[src/rtl/dmi_jtag_access.sv]
// -----------------------------------------------------------------------------
// dmi_jtag_access
//
// JTAG-side DMI access engine. It sits between the TAP "dmi" data register and
// the JTAG-clock port of the DMI clock-domain crossing. A TAP update-DR becomes
// a dmi request (valid/ready), and the response comes back through ready/valid.
// The engine also keeps the sticky op-status that the TAP captures
// (0 ok, 2 failed, 3 busy) and handles the dtmcs dmireset / dmihardreset
// pulses.
//
// Optional feature (compile-time macro): DMI_ACCESS_TIMEOUT_EN
//   Defined   : a cycle counter runs while waiting for a response. After
//               TIMEOUT_CYC cycles without one, the access is marked failed and
//               the engine drains (discards) the late response.
//   Undefined : no counter; the engine waits for a response indefinitely.
//
// Parameters
//   ABITS        dmi address width
//   TIMEOUT_CYC  response timeout in cycles (only used with the macro defined)
//
// Ports
//   clk_i             TCK, the only clock
//   rst_i             synchronous active-high reset
//   update_dr_i       1-cycle pulse; dr_i holds the shifted dmi register
//   capture_dr_i      1-cycle pulse; the TAP samples capture_o next cycle
//   dr_i              {addr[ABITS], data[32], op[2]}
//   capture_o         {addr_q, data_q, status_q}, registered on capture_dr_i
//   dmi_reset_i       dtmcs.dmireset pulse: clears the sticky status
//   dmi_hard_reset_i  dtmcs.dmihardreset pulse: aborts the current access
//   dmi_req_*_o       request address / write data / op (1 read, 2 write) / valid
//   dmi_req_ready_i   CDC accepts the request
//   dmi_resp_*_i      response read data / code (0 ok) / valid
//   dmi_resp_ready_o  engine accepts a response
// -----------------------------------------------------------------------------
module dmi_jtag_access #(
   parameter int ABITS       = 7,
   parameter int TIMEOUT_CYC = 1024
) (
   input  logic              clk_i,
   input  logic              rst_i,
   input  logic              update_dr_i,
   input  logic              capture_dr_i,
   input  logic [ABITS+33:0] dr_i,
   output logic [ABITS+33:0] capture_o,
   input  logic              dmi_reset_i,
   input  logic              dmi_hard_reset_i,
   output logic [ABITS-1:0]  dmi_req_addr_o,
   output logic [31:0]       dmi_req_data_o,
   output logic [1:0]        dmi_req_op_o,
   output logic              dmi_req_valid_o,
   input  logic              dmi_req_ready_i,
   input  logic [31:0]       dmi_resp_data_i,
   input  logic [1:0]        dmi_resp_resp_i,
   input  logic              dmi_resp_valid_i,
   output logic              dmi_resp_ready_o
);

   localparam logic [1:0] OP_READ    = 2'd1;
   localparam logic [1:0] OP_WRITE   = 2'd2;
   localparam logic [1:0] STS_OK     = 2'd0;
   localparam logic [1:0] STS_FAILED = 2'd2;
   localparam logic [1:0] STS_BUSY   = 2'd3;

   typedef enum logic [1:0] {
      ST_IDLE,
      ST_REQ,
      ST_WAIT,
      ST_DRAIN
   } state_e;

   state_e             state_q, state_d;
   logic [ABITS-1:0]   addr_q, addr_d;
   logic [31:0]        data_q, data_d;
   logic [1:0]         op_q, op_d;
   logic [1:0]         status_q, status_d;
   logic [ABITS+33:0]  capture_q, capture_d;
   logic               timeout;

   logic [ABITS-1:0]   drAddr;
   logic [31:0]        drData;
   logic [1:0]         drOp;

   assign drAddr = dr_i[ABITS+33:34];
   assign drData = dr_i[33:2];
   assign drOp   = dr_i[1:0];

`ifdef DMI_ACCESS_TIMEOUT_EN
   localparam int CW = $clog2(TIMEOUT_CYC + 1);

   logic [CW-1:0] cnt_q, cnt_d;

   // Count cycles spent in WAIT; the count restarts whenever WAIT is left.
   // The timeout fires on the TIMEOUT_CYC-th WAIT cycle if no response shows up
   // in that same cycle, so the counter never needs to go past TIMEOUT_CYC-1.
   always_comb begin
      cnt_d = '0;
      if (state_q == ST_WAIT) begin
         cnt_d = cnt_q + 1'b1;
      end
   end

   always_ff @(posedge clk_i) begin
      if (rst_i) begin
         cnt_q <= '0;
      end else begin
         cnt_q <= cnt_d;
      end
   end

   assign timeout = (state_q == ST_WAIT) && (cnt_q == CW'(TIMEOUT_CYC - 1));
`else
   assign timeout = 1'b0;
`endif

   // Next-state and output decode. Status updates are layered in a fixed
   // order: the dmireset/dmihardreset clears go first, so a same-cycle update
   // or busy check sees status 0. The busy check comes next, so a capture
   // during an access already reports 3. Response/timeout failures only write
   // 2 onto a clean status, which keeps 2 and 3 from overwriting each other.
   always_comb begin
      state_d          = state_q;
      addr_d           = addr_q;
      data_d           = data_q;
      op_d             = op_q;
      status_d         = status_q;
      capture_d        = capture_q;
      dmi_req_valid_o  = 1'b0;
      dmi_resp_ready_o = 1'b0;

      if (dmi_reset_i || dmi_hard_reset_i) begin
         status_d = STS_OK;
      end

      if ((state_q != ST_IDLE) && (update_dr_i || capture_dr_i) && (status_d == STS_OK)) begin
         status_d = STS_BUSY;
      end

      case (state_q)
         ST_IDLE: begin
            if (update_dr_i && (status_d == STS_OK) && ((drOp == OP_READ) || (drOp == OP_WRITE))) begin
               addr_d  = drAddr;
               data_d  = drData;
               op_d    = drOp;
               state_d = ST_REQ;
            end
         end
         ST_REQ: begin
            dmi_req_valid_o = 1'b1;
            if (dmi_req_ready_i) begin
               state_d = dmi_hard_reset_i ? ST_DRAIN : ST_WAIT;
            end else if (dmi_hard_reset_i) begin
               state_d = ST_IDLE;
            end
         end
         ST_WAIT: begin
            dmi_resp_ready_o = 1'b1;
            if (dmi_resp_valid_i) begin
               state_d = ST_IDLE;
               if (!dmi_hard_reset_i) begin
                  if (op_q == OP_READ) begin
                     data_d = dmi_resp_data_i;
                  end
                  if ((dmi_resp_resp_i != 2'd0) && (status_d == STS_OK)) begin
                     status_d = STS_FAILED;
                  end
               end
            end else if (dmi_hard_reset_i) begin
               state_d = ST_DRAIN;
            end else if (timeout) begin
               if (status_d == STS_OK) begin
                  status_d = STS_FAILED;
               end
               state_d = ST_DRAIN;
            end
         end
         ST_DRAIN: begin
            dmi_resp_ready_o = 1'b1;
            if (dmi_resp_valid_i) begin
               state_d = ST_IDLE;
            end
         end
         default: begin
            state_d = ST_IDLE;
         end
      endcase

      if (capture_dr_i) begin
         capture_d = {addr_q, data_q, status_d};
      end
   end

   // State and datapath registers.
   always_ff @(posedge clk_i) begin
      if (rst_i) begin
         state_q   <= ST_IDLE;
         addr_q    <= '0;
         data_q    <= '0;
         op_q      <= '0;
         status_q  <= STS_OK;
         capture_q <= '0;
      end else begin
         state_q   <= state_d;
         addr_q    <= addr_d;
         data_q    <= data_d;
         op_q      <= op_d;
         status_q  <= status_d;
         capture_q <= capture_d;
      end
   end

   assign capture_o      = capture_q;
   assign dmi_req_addr_o = addr_q;
   assign dmi_req_data_o = data_q;
   assign dmi_req_op_o   = op_q;

endmodule

[config.mk]
export PLATFORM = sky130hd
export DESIGN_NAME = dmi_jtag_access
export DESIGN_NICKNAME = d
export VERILOG_FILES = /design/src/rtl/dmi_jtag_access.sv
export SDC_FILE = /design/constraint.sdc
export NUM_CORES = 1
export LEC_CHECK = 0
export CAP_MARGIN = 20
export CORE_MARGIN = 4
export CORE_UTILIZATION = 25
export DETAILED_ROUTE_END_ITERATION = 7
export GPL_ROUTABILITY_DRIVEN = 1
export SETUP_SLACK_MARGIN = 0.5
export SYNTH_ARGS = -nofsm -noshare
export SYNTH_HDL_FRONTEND = slang
export SYNTH_SLANG_ARGS = --single-unit
[constraint.sdc]
create_clock -name clk_i -period 1.65 [get_ports clk_i]
set_input_delay 0.33 -clock clk_i [delete_from_list [all_inputs] [get_ports clk_i]]
set_output_delay 0.33 -clock clk_i [all_outputs]
set_load 0.05 [all_outputs]
==> flow_metrics.env, run 1 <==
export IMPL_num_rows=43
export IMPL_cp_arrival_ns=1.74
export IMPL_synthDistinctLibCells=29
export IMPL_avgSynthCellArea_um2=10.28
export IMPL_grt_ovfl_total=0
export IMPL_finalWorstSetupSlack_ns=0.1320
export IMPL_grt_max_degree=54
export IMPL_place_congestion=0.7273
export IMPL_ir_drop_mv=0.5809
export IMPL_cts_sinks=86
export IMPL_nFillCells=1236
export IMPL_netlist_instances=354
export IMPL_final_common_cell="buf_8"
export IMPL_final_cell_mix="80 x buf_8, 75 x dfxtp_2, 74 x clkdlybuf4s50_1"
export IMPL_route_vias_total=3628
export IMPL_dr_wl_met3_um=899
export IMPL_port_buffers=166
export IMPL_num_io_pins=167
export IMPL_hold_buffers=0
export IMPL_ys_seq_area_share_pct=47.30
export IMPL_yosys_warnings=0
export IMPL_cts_tree="done"
export IMPL_crit_required_ns=1.87
export IMPL_drive_above_1_share_pct=52.65
export IMPL_fin_crit_ns=1.518
export IMPL_ctsHtreeMaxLevel=3
export IMPL_coreArea_um2=14100
export IMPL_cts_made_buffers=9
export IMPL_critPathKind="reg -> reg"
export IMPL_hp_class="in -> reg"
export IMPL_grt_pass1_vias=3909
export IMPL_dp_hpwl_um=7816
export IMPL_drv_slew=0
export IMPL_fin_util_pct=52.16
export IMPL_route_detailed_drc=0
export IMPL_wl_met1_um=5678
export IMPL_viasPerCell=4.736
export IMPL_worst_pin_slew_ns=0.7113
export IMPL_die_y_um=128.7
export IMPL_area_delta_synth_final_pct=102.0
export IMPL_layout_nets=663
export IMPL_fin_crit_sh_pct=92.00
export IMPL_p_per_area_nw_per_um2=906.9
export IMPL_start_util_pct=25.82
export IMPL_ant_nets=0
export IMPL_status="finished clean"
export IMPL_wl_per_cell_um=17.60
export IMPL_cp_end_kind="register"
export IMPL_place_ws_ns=-0.3963
export IMPL_finClkSkew_ns=0.007045
export IMPL_clkTransAtPathRegs_ns=0.07
export IMPL_antenna_found_initial=1
export IMPL_rsz0062_at_grt="true"
export IMPL_grt_usage_pct=15.48
export IMPL_path_max_fanout=7
export IMPL_top_layer_used="met4"
export IMPL_synth_net_count=437
export IMPL_wl_um=13480
export IMPL_crit_path_start_kind="register"
export IMPL_worstSkewPairLatency_ns=0.34
export IMPL_whs_path_depth=2
export IMPL_firstDrtPassIters=4
export IMPL_max_freq_ghz=0.6588
export IMPL_cap_violations=0
export IMPL_cts_buffer_depth=2
export IMPL_dr_wl_met2_um=6603
export IMPL_first_iter_violations=136
export IMPL_die_area_um2=16550
export IMPL_relSlewSlack_pct=52.51
export IMPL_die_w_um=128.7
export IMPL_synthesis_area_um2=3640
export IMPL_r2r_cells=5
export IMPL_leakage_nw=3.120
export IMPL_grt_pass1_wl_um=20170
export IMPL_clockRootBuffer="clkbuf_16"
export IMPL_hold_violations=0
export IMPL_setup_violations=0
export IMPL_synth_seq_cells=86
==> routing by layer <==
metal	vias up	global-route usage [%]
li1	1748	-
met1	1740	17.51
met2	120	27.10
met3	20	5.687
met4	0	4.818
met5	-	0
==> registers in the layout (all words and copies together), names as in the netlist <==
name / cells
dmi_req_data_o: 32
status_q: 2
state_q: 2
dmi_req_op_o: 2
dmi_req_addr_o: 7
capture_o: 41
==> cells in the mapped netlist (all sizes together) <==
library cell | instances | area [um2]
a21oi | 12 | 60.06
a311oi | 2 | 17.52
a31oi | 1 | 6.260
and4bb | 1 | 12.51
buf | 20 | 155.1
clkbuf | 14 | 60.05
dfxtp | 86 | 1722
inv | 2 | 7.510
mux2i | 71 | 710.7
nand2 | 21 | 78.83
nand2b | 2 | 12.51
nor2 | 44 | 165.2
nor2b | 2 | 12.51
nor3b | 1 | 12.51
o21ai | 35 | 212.7
o21bai | 1 | 7.510
o22ai | 1 | 6.260
o311a | 33 | 330.3
o311ai | 1 | 16.27
o41ai | 1 | 8.760
or2b | 1 | 7.510
xnor2 | 1 | 8.760
xor2 | 1 | 8.760
==> worst max-delay path, stage by stage, from the launching register on <==
cell,delay (ns)
dfxtp_2,0.34
nor2_2,0.06
o311a_4,0.35
buf_6,0.16
clkbuf_16,0.16
o311a_1,0.34
==> power breakdown <==
part	internal, mW	total (mW)	switching, mW
logic	1.04	2.03	0.990
registers	2.25	2.40	0.146
clock network	1.41	2.24	0.829
total	4.70	6.67	1.97
==> area by class of cell <==
cell class	instances	area (um2)	area share [%]
diodes	1	2.502	0.03404
clock buffers	11	252.7	3.438
clock inverters	5	81.33	1.106
inverters	2	7.507	0.1021
multi-input cells	232	1851	25.17
flip-flops and latches	86	1857	25.26
well taps	180	225.2	3.063
repair buffers	249	3075	41.83
==> worst paths after layout <==
check / startpoint / to / slack, ns
max: status_q[1]$_SDFF_PP0_ / dmi_req_data_o[5]$_SDFFE_PP0P_ / 0.13
min reg2reg: dmi_req_op_o[1]$_SDFFE_PP0P_ / dmi_req_op_o[1]$_SDFFE_PP0P_ / 0.48
max reg2reg: status_q[1]$_SDFF_PP0_ / dmi_req_data_o[5]$_SDFFE_PP0P_ / 0.13
min: dr_i[1] / dmi_req_op_o[0]$_SDFFE_PP0P_ / 0.41
==> kinds of logic (layout without fill, tap and decap cells) <==
logic type / Yosys count / count (layout) / synth area share [%]
flip-flops: 86 / 86 / 47.30
AND/OR/NAND/NOR: 72 / 72 / 8.285
buffers and inverters: 36 / 267 / 6.119
XOR/XNOR: 2 / 2 / 0.4814
multiplexers: 71 / 71 / 19.53
AO/OA/AOI/OAI: 87 / 87 / 18.29
other: 0 / 1 / 0
==> through the flow <==
stage	cells	cell area (um2)	power, mW	hold WS (ns)	setup TNS, ns
2_1_floorplan	354	3675	3.252	0.4131	0
3_3_place_gp	681	5373	3.820	0.4495	-10.81
3_5_place_dp	681	5373	3.840	0.4552	-13.11
4_1_cts	750	7003	6.614	0.3837	0
5_1_grt	766	7352	6.923	0.4180	0
6_report	766	7352	6.668	0.4134	0
==> timing repair <==
| item | CTS | global route |
|---|---|---|
| gates cloned | 6 | 6 |
| resized for setup | 262 | 41 |
| pin swaps | 5 | 15 |
| setup buffers | 47 | 9 |
| setup endpoints to repair | 130 | 129 |
(Power assumes the default switching activity.)
==> run 2, diff against run 1 <==
--- a/config.mk
+++ b/config.mk
@@ -7,10 +7,12 @@
 export LEC_CHECK = 0
 export CAP_MARGIN = 20
 export CORE_MARGIN = 4
-export CORE_UTILIZATION = 25
+export CORE_UTILIZATION = 34
 export DETAILED_ROUTE_END_ITERATION = 7
 export GPL_ROUTABILITY_DRIVEN = 1
+export PLACE_DENSITY = 0.68
 export SETUP_SLACK_MARGIN = 0.5
 export SYNTH_ARGS = -nofsm -noshare
 export SYNTH_HDL_FRONTEND = slang
 export SYNTH_SLANG_ARGS = --single-unit
+export TNS_END_PERCENT = 30
==> flow_metrics.env, run 2 (synthesized netlist as in run 1, its figures left out) <==
export IMPL_cp_slowest_cell="clkdlybuf4s50_1"
export IMPL_diodes=0
export IMPL_hold_violations=0
export IMPL_fin_crit_ns=1.523
export IMPL_grt_pass1_wl_um=18660
export IMPL_antenna_found_initial=0
export IMPL_ir_drop_mv=0.4509
export IMPL_ant_nets=0
export IMPL_critPathBufInv=3
export IMPL_grt_pass1_vias=3441
export IMPL_clockRootBuffer="clkbuf_8"
export IMPL_nFillCells=903
export IMPL_crit_path_start_kind="input port"
export IMPL_p_per_area_nw_per_um2=935.7
export IMPL_cpPeakStageDelay_ns=0.42
export IMPL_cts_buffer_depth=2
export IMPL_dp_hpwl_um=7774
export IMPL_place_congestion=0.7646
export IMPL_num_io_pins=167
export IMPL_ctsHtreeMaxLevel=3
export IMPL_path_delay_family="buffers and inverters"
export IMPL_final_cell_mix="100 x buf_4, 80 x dfxtp_1, 75 x clkdlybuf4s50_1"
export IMPL_max_freq_ghz=0.6567
export IMPL_relSlewSlack_pct=69.35
export IMPL_grt_max_degree=38
export IMPL_status="finished clean"
export IMPL_leakage_nw=2.676
export IMPL_crit_required_ns=1.89
export IMPL_multi_input_area_um2=1878
export IMPL_finClkSkew_ns=0.01052
export IMPL_route_detailed_drc=0
export IMPL_finalPower_mw=5.765
export IMPL_die_w_um=111.5
export IMPL_fin_crit_sh_pct=92.29
export IMPL_clkTransAtPathRegs_ns=0.09
export IMPL_worst_pin_slew_ns=0.4597
export IMPL_drive_above_1_share_pct=36.21
export IMPL_firstDrtPassIters=4
export IMPL_seqCellArea_um2=1734
export IMPL_cts_sinks=86
export IMPL_die_area_um2=12420
export IMPL_critPathKind="in -> reg"
export IMPL_largest_reg_flops=41
export IMPL_wl_per_cell_um=17.91
export IMPL_cts_made_buffers=9
export IMPL_fin_util_pct=59.41
export IMPL_layout_nets=622
export IMPL_num_rows=37
export IMPL_route_vias_total=3380
export IMPL_cp_end_kind="register"
export IMPL_cap_violations=0
export IMPL_crit_chain="clkdlybuf4s50_1 -> nand2b_1 -> and4bb_4 -> buf_12 -> buf_16 -> o311a_1"
export IMPL_final_common_cell="buf_4"
export IMPL_viasPerCell=4.971
export IMPL_grt_ovfl_total=0
export IMPL_setup_violations=0
export IMPL_hp_class="in -> reg"
export IMPL_grt_usage_pct=18.71
export IMPL_path_max_fanout=20
export IMPL_cts_tree="done"
export IMPL_coreArea_um2=10370
export IMPL_area_delta_synth_final_pct=69.27
export IMPL_wl_um=12180
export IMPL_rsz0062_at_grt="true"
export IMPL_start_util_pct=35.10
export IMPL_drv_slew=0
export IMPL_cp_arrival_ns=1.76
export IMPL_die_y_um=111.5
export IMPL_first_iter_violations=146
export IMPL_port_buffers=166
export IMPL_hold_buffers=0
export IMPL_worstSkewPairLatency_ns=0.35
==> run 2: cell types whose count changed in the layout (fill, tap and decap cells not counted), moves of 4 or more <==
| cell | change |
|---|---|
| dfxtp_4 | -9 |
| buf_6 | -7 |
| clkbuf_16 | -10 |
| buf_8 | -79 |
| buf_4 | +46 |
| dfxtp_1 | +80 |
| dfxtp_2 | -71 |
| mux2i_1 | +5 |
| clkbuf_8 | +8 |
| o21ai_1 | -12 |
| nand2_4 | +4 |
| o21ai_2 | +12 |
==> run 2: where the power goes <==
| group | switching [mW] | internal, mW | total [mW] |
|---|---|---|---|
| registers | 0.114 | 2.22 | 2.34 |
| clock network | 0.793 | 0.908 | 1.70 |
| logic | 0.954 | 0.774 | 1.73 |
| total | 1.86 | 3.90 | 5.76 |
==> run 2: per-stage QoR <==
step	cell area (um2)	setup slack (ns)	hold slack, ns	instances	TNS (ns)
2_1_floorplan	3650	0.2016	0.4125	354	0
3_3_place_gp	5323	-0.2954	0.4605	643	-9.776
3_5_place_dp	5323	-0.3569	0.4673	643	-11.51
4_1_cts	5894	0.1209	0.3832	674	0
5_1_grt	6161	0.09147	0.3865	680	0
6_report	6161	0.1272	0.3862	680	0
==> run 2: what timing repair did <==
action,CTS,global route
pin swaps,21,44
gates resized for setup,28,40
setup endpoints to repair,129,127
buffers inserted,8,1
gates cloned,7,5
==> run 2: final timing paths <==
| check | start | end | slack, ns | depth (start not counted) |
|---|---|---|---|---|
| setup / recovery | dmi_resp_valid_i | dmi_req_data_o[12]$_SDFFE_PP0P_ | 0.13 | 6 |
| hold reg to reg | dmi_req_addr_o[4]$_SDFFE_PP0P_ | dmi_req_addr_o[4]$_SDFFE_PP0P_ | 0.49 | 2 |
| hold / removal | rst_i | status_q[0]$_SDFF_PP0_ | 0.39 | 3 |
| setup reg to reg | status_q[0]$_SDFF_PP0_ | dmi_req_data_o[30]$_SDFFE_PP0P_ | 0.14 | 5 |
==> run 2: per-layer routing <==
layer | track usage [%] | share of wire (%)
met2 | 31.44 | 48
met4 | 5.028 | 1.1
met5 | 0 | 0
met3 | 5.489 | 6.0
met1 | 23.48 | 45
==> run 2: tightest hold or removal path: cells and delay by family <==
kind / cells / cell delay (ns)
buffers and inverters: 2 / 0.32
AOI/OAI and AO/OA: 1 / 0.05
==> run 2: layout make-up <==
cell class | count | share of cell area, %
Sequential cell | 86 | 28.15
Timing Repair Buffer | 208 | 34.77
Multi-Input combinational cell | 232 | 30.48
Clock inverter | 6 | 1.483
Inverter | 2 | 0.1219
Tap cell | 136 | 2.762
Clock buffer | 10 | 2.234
